**config.mk**
```make
export PLATFORM = sky130hd
export DESIGN_NAME = load_writeback_unit_flat
export DESIGN_NICKNAME = d
export VERILOG_FILES = /design/src/rtl/load_writeback_unit_pkg.sv /design/src/rtl/load_writeback_unit_if.sv /design/src/rtl/load_writeback_unit_align.sv /design/src/rtl/load_writeback_unit.sv /design/src/flat_wrapper.sv
export SDC_FILE = /design/constraint.sdc
export NUM_CORES = 1
export LEC_CHECK = 0
export ABC_AREA = 1
export CORE_MARGIN = 2
export CORE_UTILIZATION = 49
export CTS_CLUSTER_DIAMETER = 100
export DETAILED_ROUTE_END_ITERATION = 12
export PLACE_DENSITY = 0.86
export SLEW_MARGIN = 20
export SYNTH_ARGS = -nofsm -noshare
export SYNTH_HDL_FRONTEND = slang
export SYNTH_SLANG_ARGS = --single-unit
```
**constraint.sdc**
```tcl
create_clock -name clk -period 3.3 [get_ports clk]
set_input_delay 0.66 -clock clk [delete_from_list [all_inputs] [get_ports clk]]
set_output_delay 0.66 -clock clk [all_outputs]
set_load 0.1 [all_outputs]
```
**src/rtl/load_writeback_unit_pkg.sv**
```systemverilog
// Shared definitions for the load/writeback path.
//   F3_*         load funct3 encodings understood by the unit
//   lwu_state_t  control states of load_writeback_unit
package rv_pkg;

   localparam logic [2:0] F3_LB  = 3'b000;
   localparam logic [2:0] F3_LH  = 3'b001;
   localparam logic [2:0] F3_LW  = 3'b010;
   localparam logic [2:0] F3_LBU = 3'b100;
   localparam logic [2:0] F3_LHU = 3'b101;

   typedef enum logic [2:0] {
      S_IDLE,
      S_REQ,
      S_WAIT,
      S_WB,
      S_DRAIN,
      S_ERR
   } lwu_state_t;

endpackage

```
**src/rtl/load_writeback_unit_if.sv**
```systemverilog
// Data-memory read port used by the load unit.
//   req     request valid, held until gnt
//   addr    word-aligned read address, stable while req is high
//   gnt     request accepted this cycle
//   rvalid  read data valid (earliest the cycle after gnt)
//   rdata   read word
// master = load unit side, slave = memory side.
interface lwu_dmem_if #(
   parameter int XLEN = 32
);
   logic            req;
   logic [XLEN-1:0] addr;
   logic            gnt;
   logic            rvalid;
   logic [XLEN-1:0] rdata;

   modport master (output req, addr, input gnt, rvalid, rdata);
   modport slave  (input req, addr, output gnt, rvalid, rdata);
endinterface

```
**src/rtl/load_writeback_unit_align.sv**
```systemverilog
// load_align: combinational load data alignment and legality check.
//   funct3      load type
//   addr_lo     byte offset within the word
//   rdata       word returned by memory
//   wdata       shifted and sign/zero-extended load value
//   misaligned  illegal funct3 or offset not allowed for the access size
module load_align
   import rv_pkg::*;
#(
   parameter int XLEN = 32
) (
   input  logic [2:0]      funct3,
   input  logic [1:0]      addr_lo,
   input  logic [XLEN-1:0] rdata,
   output logic [XLEN-1:0] wdata,
   output logic            misaligned
);

   // Only the low halfword of the shifted word is ever used; LW takes rdata directly.
   logic [15:0] sh;
   assign sh = 16'(rdata >> {addr_lo, 3'b000});

   always_comb begin
      // NOTE: both outputs get a default before the case so no path leaves them unassigned, which would infer a latch.
      wdata      = '0;
      misaligned = 1'b0;
      case (funct3)
         F3_LB:  wdata = {{(XLEN-8){sh[7]}}, sh[7:0]};
         F3_LBU: wdata = {{(XLEN-8){1'b0}}, sh[7:0]};
         F3_LH: begin
            wdata      = {{(XLEN-16){sh[15]}}, sh};
            misaligned = addr_lo[0];
         end
         F3_LHU: begin
            wdata      = {{(XLEN-16){1'b0}}, sh};
            misaligned = addr_lo[0];
         end
         F3_LW: begin
            wdata      = rdata;
            misaligned = (addr_lo != 2'b00);
         end
         default: misaligned = 1'b1;
      endcase
   end

endmodule

```
**src/rtl/load_writeback_unit.sv**
```systemverilog
// load_writeback_unit: issues one data-memory read per load, aligns and
// extends the returned word and writes it to the register file.
//   clk, rst_n             clock, asynchronous active-low reset
//   ld_valid/ld_ready      load request handshake (ready only when idle)
//   ld_funct3/addr/rd      load type, byte address, destination register
//   flush                  abandon the in-flight load
//   dmem                   memory read port (req/addr/gnt/rvalid/rdata)
//   rf_we/rf_rd/rf_wdata   register file write port (rd/wdata hold when idle)
//   ld_done                pulse: load retired (written, or rd==0)
//   ld_err                 pulse: misaligned or illegal load, nothing written
module load_writeback_unit
   import rv_pkg::*;
#(
   parameter int XLEN   = 32,
   parameter int REG_AW = 5
) (
   input  logic              clk,
   input  logic              rst_n,
   input  logic              ld_valid,
   output logic              ld_ready,
   input  logic [2:0]        ld_funct3,
   input  logic [XLEN-1:0]   ld_addr,
   input  logic [REG_AW-1:0] ld_rd,
   input  logic              flush,
   lwu_dmem_if.master        dmem,
   output logic              rf_we,
   output logic [REG_AW-1:0] rf_rd,
   output logic [XLEN-1:0]   rf_wdata,
   output logic              ld_done,
   output logic              ld_err
);

   lwu_state_t        state;
   logic [2:0]        f3_q;
   logic [1:0]        addr_lo_q;
   logic [REG_AW-1:0] rd_q;

   logic [2:0]        align_f3;
   logic [1:0]        align_lo;
   logic [XLEN-1:0]   align_wdata;
   logic              align_bad;

   assign ld_ready = (state == S_IDLE);

   // One aligner serves both jobs: while idle it vets the incoming request,
   // afterwards it aligns the returned word using the latched fields.
   assign align_f3 = ld_ready ? ld_funct3    : f3_q;
   assign align_lo = ld_ready ? ld_addr[1:0] : addr_lo_q;

   load_align #(.XLEN(XLEN)) u_align (
      .funct3     (align_f3),
      .addr_lo    (align_lo),
      .rdata      (dmem.rdata),
      .wdata      (align_wdata),
      .misaligned (align_bad)
   );

   always_ff @(posedge clk or negedge rst_n) begin
      if (!rst_n) begin
         state     <= S_IDLE;
         f3_q      <= '0;
         addr_lo_q <= '0;
         rd_q      <= '0;
         dmem.req  <= 1'b0;
         dmem.addr <= '0;
         rf_we     <= 1'b0;
         rf_rd     <= '0;
         rf_wdata  <= '0;
         ld_done   <= 1'b0;
         ld_err    <= 1'b0;
      end else begin
         // NOTE: non-blocking assignments only, so every branch sees the pre-edge state.
         rf_we   <= 1'b0;
         ld_done <= 1'b0;
         ld_err  <= 1'b0;
         case (state)
            S_IDLE: begin
               if (ld_valid) begin
                  f3_q      <= ld_funct3;
                  addr_lo_q <= ld_addr[1:0];
                  rd_q      <= ld_rd;
                  if (align_bad) begin
                     state  <= S_ERR;
                     ld_err <= 1'b1;
                  end else begin
                     state     <= S_REQ;
                     dmem.req  <= 1'b1;
                     dmem.addr <= {ld_addr[XLEN-1:2], 2'b00};
                  end
               end
            end
            S_ERR: state <= S_IDLE;
            S_REQ: begin
               if (dmem.gnt) begin
                  // A flush racing the grant still owes memory one response.
                  dmem.req <= 1'b0;
                  state    <= flush ? S_DRAIN : S_WAIT;
               end else if (flush) begin
                  dmem.req <= 1'b0;
                  state    <= S_IDLE;
               end
            end
            S_WAIT: begin
               if (flush) begin
                  state <= dmem.rvalid ? S_IDLE : S_DRAIN;
               end else if (dmem.rvalid) begin
                  state   <= S_WB;
                  ld_done <= 1'b1;
                  // rd==0 retires without touching the write port values.
                  if (rd_q != '0) begin
                     rf_we    <= 1'b1;
                     rf_rd    <= rd_q;
                     rf_wdata <= align_wdata;
                  end
               end
            end
            S_DRAIN: if (dmem.rvalid) state <= S_IDLE;
            S_WB:    state <= S_IDLE;
            default: state <= S_IDLE;
         endcase
      end
   end

endmodule

```
**src/flat_wrapper.sv**
```systemverilog
// flat-port wrapper written by rule: the top's interface ports become plain ports
module load_writeback_unit_flat import rv_pkg::*;
#(
   parameter int XLEN   = 32,
   parameter int REG_AW = 5
)
  (clk, rst_n, ld_valid, ld_ready, ld_funct3, ld_addr, ld_rd, flush, rf_we, rf_rd, rf_wdata, ld_done, ld_err, dmem_req, dmem_addr, dmem_gnt, dmem_rvalid, dmem_rdata);
  lwu_dmem_if #(.XLEN(XLEN)) dmem_i ();
  input  logic clk;
  input  logic rst_n;
  input  logic ld_valid;
  output logic ld_ready;
  input  logic [2:0] ld_funct3;
  input  logic [XLEN-1:0] ld_addr;
  input  logic [REG_AW-1:0] ld_rd;
  input  logic flush;
  output logic rf_we;
  output logic [REG_AW-1:0] rf_rd;
  output logic [XLEN-1:0] rf_wdata;
  output logic ld_done;
  output logic ld_err;
  output wire logic [$bits(dmem_i.req)-1:0] dmem_req;
  output wire logic [$bits(dmem_i.addr)-1:0] dmem_addr;
  input wire logic [$bits(dmem_i.gnt)-1:0] dmem_gnt;
  input wire logic [$bits(dmem_i.rvalid)-1:0] dmem_rvalid;
  input wire logic [$bits(dmem_i.rdata)-1:0] dmem_rdata;
  assign dmem_req = dmem_i.req;
  assign dmem_addr = dmem_i.addr;
  assign dmem_i.gnt = dmem_gnt;
  assign dmem_i.rvalid = dmem_rvalid;
  assign dmem_i.rdata = dmem_rdata;
  load_writeback_unit #(.XLEN(XLEN), .REG_AW(REG_AW)) u_core (.clk(clk), .rst_n(rst_n), .ld_valid(ld_valid), .ld_ready(ld_ready), .ld_funct3(ld_funct3), .ld_addr(ld_addr), .ld_rd(ld_rd), .flush(flush), .dmem(dmem_i), .rf_we(rf_we), .rf_rd(rf_rd), .rf_wdata(rf_wdata), .ld_done(ld_done), .ld_err(ld_err));
endmodule
```
==> metrics.md, run 1 <==
| Metric | Value |
|---|---|
| Syn-to-layout area delta | 34.9% |
| Mean post-synth cell area | 7.42 sq um |
| Number of buffers on the longest clock path | 2 |
| Fin. max-slew vios | 0 |
| Maximum cell stage delay along the critical path | 0.44 ns |
| Setup Crit Path Kind | in2reg |
| CTS Hold Bufs | 0 |
| FMAX | 0.402 GHz |
| Critical path arrival | 2.79 ns |
| Setup violators final | 0 |
| Effective utilization at floorplan | between 50 and 60% |
| Clock transition time at the flip-flop clock pins of the worst setup and hold paths | 0.09 ns |
| Maximum net fanout on the critical path | 24 |
| Number of iterations in the first detailed-routing pass | 5 |
| Kind of launch point of the worst setup path | input pin |
| Cell type with the largest total area after synthesis | sky130_fd_sc_hd__dfrtp_1 |
| Endpoint of the lowest-slack register-to-register path | u_core.rf_wdata[17] |
| Transition time at the pin with the least slew margin | a little under 0.9 ns |
| Hold Fails Final Rpt | 0 |
| Worst Setup End Kind | flop |
| Fraction of layout instances using a drive strength above 1 | 16.9% |
| Crit path cell chain | clkdlybuf4s50_1 -> nand3b_1 -> nand2_4 -> clkinv_2 -> nand3_2 -> nand3_2 -> nand3_1 -> nand2_1 -> nand2_1 |
| Setup repair after global routing missed its margin | no |
| Number of max-cap violations | 0 |
| Time the worst path needs with I/O delays and setup | about 2.5 ns |
| Die extent in x | 98.3 um |
| I/O pin total | between 150 and 200 |
| Total Negative Setup Slacks | 0 ns |
| Final layout net count | 800 |
| FF-to-FF setup slack | approximately 0.89 ns |
| Yosys top cell area share | between 40% and 50% |
| All-Layer GR Usage | about a quarter |
| Netlist cell types | 24 |
| Clock buffer count from CTS | 9 |
| Period utilisation layout | 75.4% |
| Total number of clock tree sinks | 84 |
| Area of the die | 9660 sq um |
| Vias per inst | 5.14 |
| Largest net degree at the start of global routing | 85 |
| Most used cells in the layout excluding fill and tap cells | sky130_fd_sc_hd__nand2_1, sky130_fd_sc_hd__dfrtp_1, sky130_fd_sc_hd__buf_4 |
| Storage cell area | 2100 sq um |
| Top cells by area, synth | sky130_fd_sc_hd__dfrtp_1, sky130_fd_sc_hd__nand2_1, sky130_fd_sc_hd__nand3_1, sky130_fd_sc_hd__nand3_2, sky130_fd_sc_hd__inv_1 |
| Synthesized netlist cell count | 587 |
| Number of global-route vias before repair | 4225 |
| Detailed Route WL | 12100 um |
| Standard-cell row count | 34 |
| Placed Cells incl. Taps | 819 |
| Clock insertion delay at the later pin of the skew report | 0.37 ns |
| Global-route wire length before repair | 20100 um |
| Die Y-Extent | 98.3 um |
| H-tree level count | 3 |
| Number of cells on the worst reg-to-reg path | 9 |
| Classification of the worst-slack hold path | in2async |
| Top Family by Delay on Critical Path | simple AND/OR/NAND/NOR gates |
| Antenna diode instance count | 0 |
| Hold Worst Slack | 0.299 ns |
| Headroom to the max-slew limit | around 42% |
| Post-route DRC violation count | 0 |
| Post-synthesis sequential area ratio | 48.3% |
| Number of synthesis warnings | 0 |
| Post-cts gate resize count | 0 |
| Seq cells post-synth | 84 |
| Result of the run | complete, no violations |
| Initial antenna violation count | 0 |
| CTS Root Cell | sky130_fd_sc_hd__clkbuf_8 |
| Total core area | ~8700 sq um |
| Filler cells | 750 |
| Number of standard cells in the final layout excluding fillers | 835 |
| Count of buffering cells on the critical path with inverters included | 2 |
| Reg-to-Reg Start | u_core.state[2] |
| Overall overflow remaining after global route | 0 |
| Multi-input gate area | approximately 1900 sq um |
| Data required time at the worst endpoint | 3.60 ns |
| Worst Clk Skew | ~0.015 ns |
| Remaining number of nets flagged by the antenna check after routing | 0 |
| Beginning of the critical path | ld_addr[1] |
| Vias after detailed routing | 4288 |
| TritonCTS clock tree | yes |
| Post-synthesis instance area | 4350 sq um |
| Post-CTS Repair Setup Buffers | 0 |
| Final HPWL from detailed placement | 8880 um |
| Routed length per instance | 14.5 um |
| Most common cell after layout, fill and taps aside | sky130_fd_sc_hd__nand2_1 |
| Slowest stage cell on the critical path | sky130_fd_sc_hd__nand3_2 |
| Placer Congestion | 0.858 |
| First DRT Iteration DRCs | 233 |
| Buffers added on ports | 149 |
## per-layer routing
| metal | up-vias | track usage, % | wire length (um) |
|---|---|---|---|
| li1 | 2101 | - | - |
| met1 | 2003 | 33.8 | 5140 |
| met2 | 162 | 41.9 | 5650 |
| met3 | 22 | 7.02 | 1060 |
| met4 | 0 | 10.0 | 256 |
| met5 | - | 0 | 0 |
## metrics by stage
stage | instance area (sq um) | setup slack, ns | util [%]
floorplan | 4360 | 1.30 | -
global placement | 5650 | 0.538 | 65.1
detailed placement | 5650 | 0.452 | 65.1
CTS | 5870 | 0.818 | 67.6
global route | 5870 | 0.567 | 67.7
finish | 5870 | 0.811 | 67.7
## state kept, by name, indices dropped and copies added, names as in the netlist
| register | count |
|---|---|
| u_core.dmem.addr | 30 |
| u_core.f3_q | 3 |
| u_core.addr_lo_q | 2 |
| u_core.rf_wdata | 32 |
| u_core.state | 3 |
| u_core.dmem.req | 1 |
| u_core.rd_q | 5 |
| u_core.rf_rd | 5 |
| u_core.rf_we | 1 |
| u_core.ld_err | 1 |
| u_core.ld_done | 1 |
## Yosys cell counts
master                     instances
sky130_fd_sc_hd__nand3b_1          2
sky130_fd_sc_hd__nand3_2          12
sky130_fd_sc_hd__buf_2            15
sky130_fd_sc_hd__nand2_1         300
sky130_fd_sc_hd__a21oi_1          20
sky130_fd_sc_hd__buf_6             7
sky130_fd_sc_hd__clkinv_2          1
sky130_fd_sc_hd__nor2_1           14
sky130_fd_sc_hd__nor3_1            1
sky130_fd_sc_hd__dfrtp_1          84
sky130_fd_sc_hd__inv_1            27
sky130_fd_sc_hd__nand2_4           3
sky130_fd_sc_hd__o31ai_2           1
sky130_fd_sc_hd__nor2_4            2
sky130_fd_sc_hd__nand3_1          60
sky130_fd_sc_hd__o21ai_0          18
sky130_fd_sc_hd__a22oi_2           1
sky130_fd_sc_hd__a21oi_2           1
sky130_fd_sc_hd__buf_4             4
sky130_fd_sc_hd__nand2_2           3
sky130_fd_sc_hd__nor2_2            1
sky130_fd_sc_hd__conb_1            1
sky130_fd_sc_hd__inv_2             4
sky130_fd_sc_hd__clkbuf_1          5
## kinds of logic (layout without fill, tap and decap cells)
kind of cell | count (synthesis) | in the layout | synth area share, %
buf+inv | 63 | 202 | 7.44
other cells | 1 | 2 | 0.0861
simple gates | 398 | 398 | 39.1
flops | 84 | 84 | 48.3
compound gates | 41 | 41 | 5.14
## worst max path at each step
stage | to | cells after the start
2_1_floorplan | ld_ready | 3
3_3_place_gp | u_core.rf_wdata[27] | 9
3_5_place_dp | u_core.rf_wdata[17] | 9
4_1_cts | u_core.rf_wdata[17] | 9
5_1_grt | u_core.rf_wdata[27] | 9
6_report | u_core.rf_wdata[17] | 9
## cell type report
cell class,count,share of cell area [%]
inverters,32,2.07
clock buffers,9,2.11
flip-flops and latches,84,35.8
multi-input cells,441,33.0
clock inverters,7,1.68
repair buffers,154,23.0
well taps,108,2.30
Power of run 1 is not shown: default switching activity piles up to over one toggle a cycle in this logic, so the estimate is an artifact.
==> inputs of run 2 (changes only) <==
--- a/config.mk
+++ b/config.mk
@@ -7,10 +7,10 @@
 export LEC_CHECK = 0
 export ABC_AREA = 1
 export CORE_MARGIN = 2
-export CORE_UTILIZATION = 49
+export CORE_UTILIZATION = 46
 export CTS_CLUSTER_DIAMETER = 100
 export DETAILED_ROUTE_END_ITERATION = 12
-export PLACE_DENSITY = 0.86
+export PLACE_DENSITY = 0.81
 export SLEW_MARGIN = 20
 export SYNTH_ARGS = -nofsm -noshare
 export SYNTH_HDL_FRONTEND = slang
==> constraint.sdc (replaced) <==
create_clock -name clk -period 2.4 [get_ports clk]
set_input_delay 0.48 -clock clk [delete_from_list [all_inputs] [get_ports clk]]
set_output_delay 0.48 -clock clk [all_outputs]
set_load 0.1 [all_outputs]
==> run 2 against run 1 <==
  * Wire length increased by 0.51%
  * Register-to-register slack worse by 0.55 ns
  * First-iteration DRC count shrank 20%
  * Clock skew shrank 0.0042 ns
  * Global-route usage shrank 1.1 points
  * Sequential cell count unchanged
  * Final cell count up 1.4%
  * Die area increased by 6.3%
  * Critical path depth rose by 1
  * Sequential share of layout area is 0.50 points lower
  * Critical endpoint is now u_core.rf_wdata[29]
==> metrics.md, run 2 (same netlist as run 1, synthesis figures left out) <==
| Metric | Value |
|---|---|
| Fin. max-slew vios | 0 |
| Number of cells on the worst reg-to-reg path | 10 |
| Top Family by Delay on Critical Path | simple AND/OR/NAND/NOR gates |
| Final cell area excluding filler cells | 5960 sq um |
| Worst path setup slack after routing | 0.340 ns |
| Buffers added on ports | between 100 and 150 |
| All-Layer GR Usage | about a quarter |
| Area of the die | 10300 sq um |
| TritonCTS clock tree | yes |
| Total Negative Setup Slacks | 0 ns |
| Placer Congestion | 0.910 |
| Hold Fails Final Rpt | 0 |
| Total number of clock tree sinks | 84 |
| Cell area after placement | approximately 5800 sq um |
| Most common cell after layout, fill and taps aside | sky130_fd_sc_hd__nand2_1 |
| FMAX | approximately 0.49 GHz |
| Number of iterations in the first detailed-routing pass | 5 |
| Leading registers by flop count | u_core.rf_wdata x32, u_core.dmem.addr x30 |
| Setup violators final | 0 |
| Remaining number of nets flagged by the antenna check after routing | 0 |
| Storage cell area | 2100 sq um |
| H-tree level count | 3 |
| Largest net degree at the start of global routing | between 40 and 50 |
| Worst Clk Skew | between 0.01 and 0.015 ns |
| Classification of the worst-slack hold path | in2async |
| Count of buffering cells on the critical path with inverters included | 1 |
| Multi-input gate area | 1940 sq um |
| Clock insertion delay at the later pin of the skew report | 0.36 ns |
| Antenna diode instance count | 0 |
| Routed length per instance | between 10 and 15 um |
| First DRT Iteration DRCs | roughly 190 |
| Number of buffers on the longest clock path | 2 |
| Result of the run | complete, no violations |
| Overall overflow remaining after global route | 0 |
| CTS Root Cell | sky130_fd_sc_hd__clkbuf_8 |
| FF-to-FF setup slack | 0.34 ns |
| Worst slack after detailed placement | 0.119 ns |
| Filler cells | 794 |
| Worst Setup End Kind | flop |
| Die extent in x | between 100 and 150 um |
| Largest register by flop count | u_core.rf_wdata |
| Clock buffer count from CTS | 9 |
| Vias after detailed routing | 4417 |
| Post-route DRC violation count | 0 |
| Setup Crit Path Kind | reg2reg |
| Detailed Route WL | approximately 12000 um |
| Headroom to the max-slew limit | 43.1% |
| Maximum net fanout on the critical path | 19 |
| Number of flip-flops in the largest register | 32 |
| Post-cts gate resize count | 0 |
| Initial antenna violation count | 0 |
| Number of global-route vias before repair | roughly 4300 |
| Final HPWL from detailed placement | around 8900 um |
| Reg-to-Reg Start | u_core.state[2] |
| Transition time at the pin with the least slew margin | 0.854 ns |
| Crit path top cell by count | sky130_fd_sc_hd__nand2_1 |
| Period utilisation layout | about 86% |
| Time the worst path needs with I/O delays and setup | a little over 2 ns |
| Slowest stage cell on the critical path | sky130_fd_sc_hd__dfrtp_1 |
| Number of max-cap violations | 0 |
| Fraction of layout instances using a drive strength above 1 | between 15 and 20% |
| Endpoint of the lowest-slack register-to-register path | u_core.rf_wdata[29] |
| Crit path cell chain | nor2_4 -> nand3b_1 -> nand2_4 -> clkinv_2 -> nand3_1 -> nand2_1 -> nand2_2 -> nand3_1 -> nand2_1 -> nand2_1 |
| Setup repair after global routing missed its margin | no |
| Die Y-Extent | 101 um |
| Final layout net count | between 800 and 900 |
| Maximum cell stage delay along the critical path | 0.44 ns |
| Global-route wire length before repair | 20200 um |
| Vias per inst | approximately 5.2 |
| Data required time at the worst endpoint | 2.65 ns |
| Effective utilization at floorplan | 47.3% |
| CTS Hold Bufs | 0 |
| Clock transition time at the flip-flop clock pins of the worst setup and hold paths | 0.09 ns |
| Most used cells in the layout excluding fill and tap cells | sky130_fd_sc_hd__nand2_1, sky130_fd_sc_hd__buf_4, sky130_fd_sc_hd__dfrtp_1 |
| Fraction of the core area covered by cells at the end of the flow | 64.8% |
| Standard-cell row count | 35 |
| Post-CTS Repair Setup Buffers | 0 |
| Syn-to-layout area delta | 36.8% |
| I/O pin total | 152 |
| Kind of launch point of the worst setup path | flop |
| Critical path arrival | 2.31 ns |
| Total core area | 9200 sq um |
==> run 2: changes by cell type in the layout (fill, tap and decap cells not counted) <==
cell,before,now
sky130_fd_sc_hd__buf_4,77,84
sky130_fd_sc_hd__buf_12,0,3
sky130_fd_sc_hd__buf_6,1,0
sky130_fd_sc_hd__bufinv_16,2,1
sky130_fd_sc_hd__clkbuf_1,0,1
sky130_fd_sc_hd__clkbuf_8,9,10
sky130_fd_sc_hd__clkinv_4,2,1
==> run 2: layout make-up <==
type | count | share of cell area [%]
multi-input cells | 441 | 32.6
repair buffers | 163 | 24.4
clock buffers | 11 | 2.37
inverters | 32 | 2.04
clock inverters | 5 | 1.01
well taps | 111 | 2.33
flip-flops and latches | 84 | 35.3
==> run 2: worst max path at each step <==
| stage | startpoint | endpoint | slack [ns] | cells past startpoint |
|---|---|---|---|---|
| finish | u_core.state[2] | u_core.rf_wdata[29] | 0.34 | 10 |
| global route | u_core.state[2] | u_core.dmem.addr[31] | 0.13 | 11 |
| CTS | u_core.state[2] | ld_ready | 0.32 | 4 |
| detailed placement | ld_funct3[0] | u_core.dmem.addr[21] | 0.12 | 10 |
| global placement | ld_addr[1] | u_core.dmem.addr[22] | 0.19 | 9 |
| floorplan | u_core.state[2] | ld_ready | 0.58 | 3 |
==> run 2: metrics by stage <==
| step | hold slack (ns) | cells |
|---|---|---|
| after floorplan | 0.184 | 588 |
| after global placement | 0.464 | 831 |
| after detailed placement | 0.466 | 831 |
| after CTS | 0.100 | 847 |
| after global routing | 0.113 | 847 |
| final | 0.0806 | 847 |
==> run 2: layer usage <==
metal  track usage, %  wire [um]
met5                0          0
met3             6.69       1260
met2             39.9       5640
met1             32.4       5010
met4             9.56        268
Power of run 2 is left out for the same reason.
